===== config.mk =====
export PLATFORM = sky130hd
export DESIGN_NAME = pc_register
export DESIGN_NICKNAME = d
export VERILOG_FILES = /design/src/rtl/pc_register.sv
export SDC_FILE = /design/constraint.sdc
export NUM_CORES = 1
export LEC_CHECK = 0
export CORE_UTILIZATION = 35
export DETAILED_ROUTE_END_ITERATION = 10
export PLACE_DENSITY_LB_ADDON = 0.25
export RECOVER_POWER = 50
export SLEW_MARGIN = 10
export SYNTH_ARGS = -nofsm -noshare
export SYNTH_HDL_FRONTEND = slang
export SYNTH_SLANG_ARGS = --single-unit

===== constraint.sdc =====
create_clock -name clock -period 1.55 [get_ports clock]
set_input_delay 0.155 -clock clock [delete_from_list [all_inputs] [get_ports clock]]
set_output_delay 0.155 -clock clock [all_outputs]
set_load 0.005 [all_outputs]

===== src/rtl/pc_register.sv =====
// pc_register: program-counter register of the single-clock MIPS core.
// Holds the address of the instruction being fetched and loads the next-PC
// value only on an instruction-cache hit; a miss stalls the PC in place.
// Optional feature macro: PC_ALIGN_CHECK_EN adds a registered `misaligned`
// flag and a simulation-time check on misaligned loads.
module pc_register #(
    parameter int unsigned       WIDTH      = 32,
    parameter logic [WIDTH-1:0]  RESET_ADDR = '0
) (
    input  logic             clock,
    input  logic             reset_n,
    input  logic [WIDTH-1:0] next_instruction_address,
    input  logic             hit,
`ifdef PC_ALIGN_CHECK_EN
    output logic             misaligned,
`endif
    output logic [WIDTH-1:0] instruction_address
);

    logic [WIDTH-1:0] pc_q;

    // PC register: async reset to RESET_ADDR, load verbatim on hit, else hold.
    // An unknown hit falls through to the hold branch, so X never enters pc_q.
    always_ff @(posedge clock or negedge reset_n) begin
        if (!reset_n) begin
            pc_q <= RESET_ADDR;
        end else if (hit) begin
            pc_q <= next_instruction_address;
        end
    end

    assign instruction_address = pc_q;

`ifdef PC_ALIGN_CHECK_EN
    logic misaligned_q;

    // Alignment flag registered alongside pc_q; cleared by reset.
    always_ff @(posedge clock or negedge reset_n) begin
        if (!reset_n) begin
            misaligned_q <= 1'b0;
        end else if (hit) begin
            misaligned_q <= (next_instruction_address[1:0] != 2'b00);
        end
    end

    assign misaligned = misaligned_q;

    // Report any misaligned address accepted into the PC.
    a_aligned_load : assert property (
        @(posedge clock) disable iff (!reset_n)
        hit |-> (next_instruction_address[1:0] == 2'b00)
    ) else $error("pc_register: misaligned address %h loaded", next_instruction_address);
`endif

endmodule


==> results.cfg <==
[floorplan]
coreArea_um2 = 3661
fp.dieH_um = 63.99
pin_count = 67
row_count = 22
die_w_um = 63.99
initial_core_util = 0.3674
dieArea_um2 = 4095

[power]
power_uw = 2008
irDropWorstVdd_uv = 449.6
power_frac_comb = 0.205
p_sw_uw = 424.2
internal_power_uw = 1584
seq_power_share = 0.479
pwr-share-clk = 0.316
cellLeakagePower_uw = 0.0008874
sw_frac_of_total = 0.2112
power_density_nw_per_um2 = 978.8

[final_layout]
antennaDiodeCount = 0
largest_reg_flops = 32
seq_area_um2 = 800.8
layout-drive-gt1-share = 0.1929
fin_util = 0.5605
multi_input_area_um2 = 420.4
fillers = 323
layout.nets = 174
final_area_um2 = 2052
area_growth_pct = 52.56

[global_routing]
gr-total-overflow = 0
grtUsageTotal = 0.1373
grt_pass1_wl_um = 4229
grt_max_degree = 33
antenna_found_initial = 0
grt_pass1_vias = 947

[yosys]
synth_seq_cells = 32
yosysMostFrequentCell = dfrtp_1
synthSimpleGateAreaFrac = 0
synthCells = 68
async_flop_share = 1.000
synth_cell_types = 5
synth_edf_count = 0
yosys-top-cells-count = 32 x dfrtp_1, 30 x mux2_4, 3 x buf_12
synth.avg_cell_area_um2 = 19.78
synth_compound_area_frac = 0
synth_top_family_by_area = multiplexers
synth_area_um2 = 1345
synth-xor-area-share = 0
yosysTopAreaCellShare = 0.5953
synthMuxAreaShare = 0.3516
synth_area_leaders = dfrtp_1 60%, mux2_4 33%, buf_12 4.5%
synth_nets = 103
synth_flop_cell = dfrtp_1
synth_top_cell_by_area = dfrtp_1
synth_seq_area_share = 0.5953
synth_fa_ha_area_frac = 0
synth_warnings = 0

[timing]
period_minus_slack_ns = 1.312
fin_setup_tns_ns = 0
post-route-period-util = 0.8465
rsz0062_at_grt = false
max-slew-margin-rel = 0.4847
setup-violations-final = 0
setup_ws_ns = 0.2379
drv_slew = 0
finalClockSkew_ns = 0
clock.fmax_ghz = 0.7622
worst_pin_slew_ns = 0.7729
hold_viol = 0

[worst_setup_path]
critPathCaptureType = primary output
critPathKind = reg -> out
path_delay_family = buffers and inverters
worst_ep_arrival_time_ns = 1.16
crit_required_ns = 1.39
critical_path_peak_fanout = 2
worst_r2r_endpoint = instruction_address[14]
start_kind = flop
worstPathCellList = clkdlybuf4s50_1
worst-path-buf-inv = 1
crit_path_top_delay_cell = clkdlybuf4s50_1
r2r_start = instruction_address[14]
reg2reg_setup_slack_ns = 0.77
worst-r2r-cell-count = 1
cp_slowest_stage_delay_ns = 0.53

[routing]
drt_pass1_iterations = 4
routed_via_density = 4.330
drt_wl_total_um = 2462
ant_nets = 0
routed-via-count = 814
routedWlPerCell_um = 13.10
dr.first_iter.drc_count = 5
drcViolationCount = 0

[placed_design]
numPortBuffers = 66
dpl-instance-area_um2 = 2017
post-dp-hpwl_um = 1747
dp_slack_ns = 0.5419
gp_congestion = 0.6744

[clocking]
cts_tree = built
cts_made_buffers = 5
clkLatencyLatePin_ns = 0.27
root_buffer = clkbuf_8
post_cts_resized = 0
post_cts_buffers = 0
h-tree-depth = 2
clock_path_buffers = 2
cts_hold_buf = 0
clkTransAtPathRegs_ns = 0.06
clock_sinks = 32

[job]
drv_cap = 0

[hold_path]
min_to = instruction_address[8]
hold_path_class = in -> reg
whs_path_depth = 3
holdCritStartpoint = hit

[run_status]
status = completed
==> kinds of logic (layout without fill, tap and decap cells) <==
family,count (synthesis),count (layout)
multiplexers,32,32
flip-flops,32,32
buffers and inverters,4,76
==> power groups by stage <==
stage          Sequential [uW]  Combinational [uW]  Clock (uW)
2_1_floorplan              984                 171           0
3_3_place_gp               976                 450           0
3_5_place_dp               980                 454           0
4_1_cts                    966                 457         671
5_1_grt                    973                 445         693
6_report                   962                 411         636
==> worst max-delay path by stage <==
stage / startpoint / to / slack (ns) / cells past startpoint
6_report: instruction_address[2] / instruction_address[2] / 0.24 / 1
4_1_cts: instruction_address[2] / instruction_address[2] / 0.22 / 1
3_3_place_gp: instruction_address[2] / instruction_address[2] / 0.54 / 1
3_5_place_dp: hit / instruction_address[31] / 0.54 / 3
5_1_grt: instruction_address[2] / instruction_address[2] / 0.18 / 1
2_1_floorplan: hit / instruction_address[0] / 0.73 / 3
==> through the flow <==
| step | instances | hold slack (ns) |
|---|---|---|
| final | 188 | 0.4176 |
| after global routing | 188 | 0.4277 |
| after CTS | 188 | 0.2939 |
| after detailed placement | 180 | 0.4927 |
| after global placement | 180 | 0.4916 |
| after floorplan | 68 | -0.1406 |
==> final cells by class <==
type	instances	area share
Clock buffer	8	0.04390
Sequential cell	32	0.3902
Timing Repair Buffer	68	0.3317
Tap cell	48	0.02927
Multi-Input combinational cell	32	0.2049
==> placed cells by master, fill, tap and decap left out <==
cell type,instances
buf_2,1
clkdlybuf4s50_1,64
clkbuf_1,2
buf_12,1
mux2_1,14
mux2_2,2
dlygate4sd3_1,1
clkbuf_2,1
clkbuf_8,6
mux2_4,16
dfrtp_1,32
==> metal layers <==
| metal | vias to the layer above | GRT usage | share of wire |
|---|---|---|---|
| met3 | 3 | 0.06250 | 0.097 |
| met1 | 397 | 0.1560 | 0.41 |
| met4 | 0 | 0.05114 | 0.0097 |
| met2 | 36 | 0.2247 | 0.48 |
| li1 | 378 | - | - |
| met5 | - | 0 | 0 |
Power figures use the tool's default switching activity.
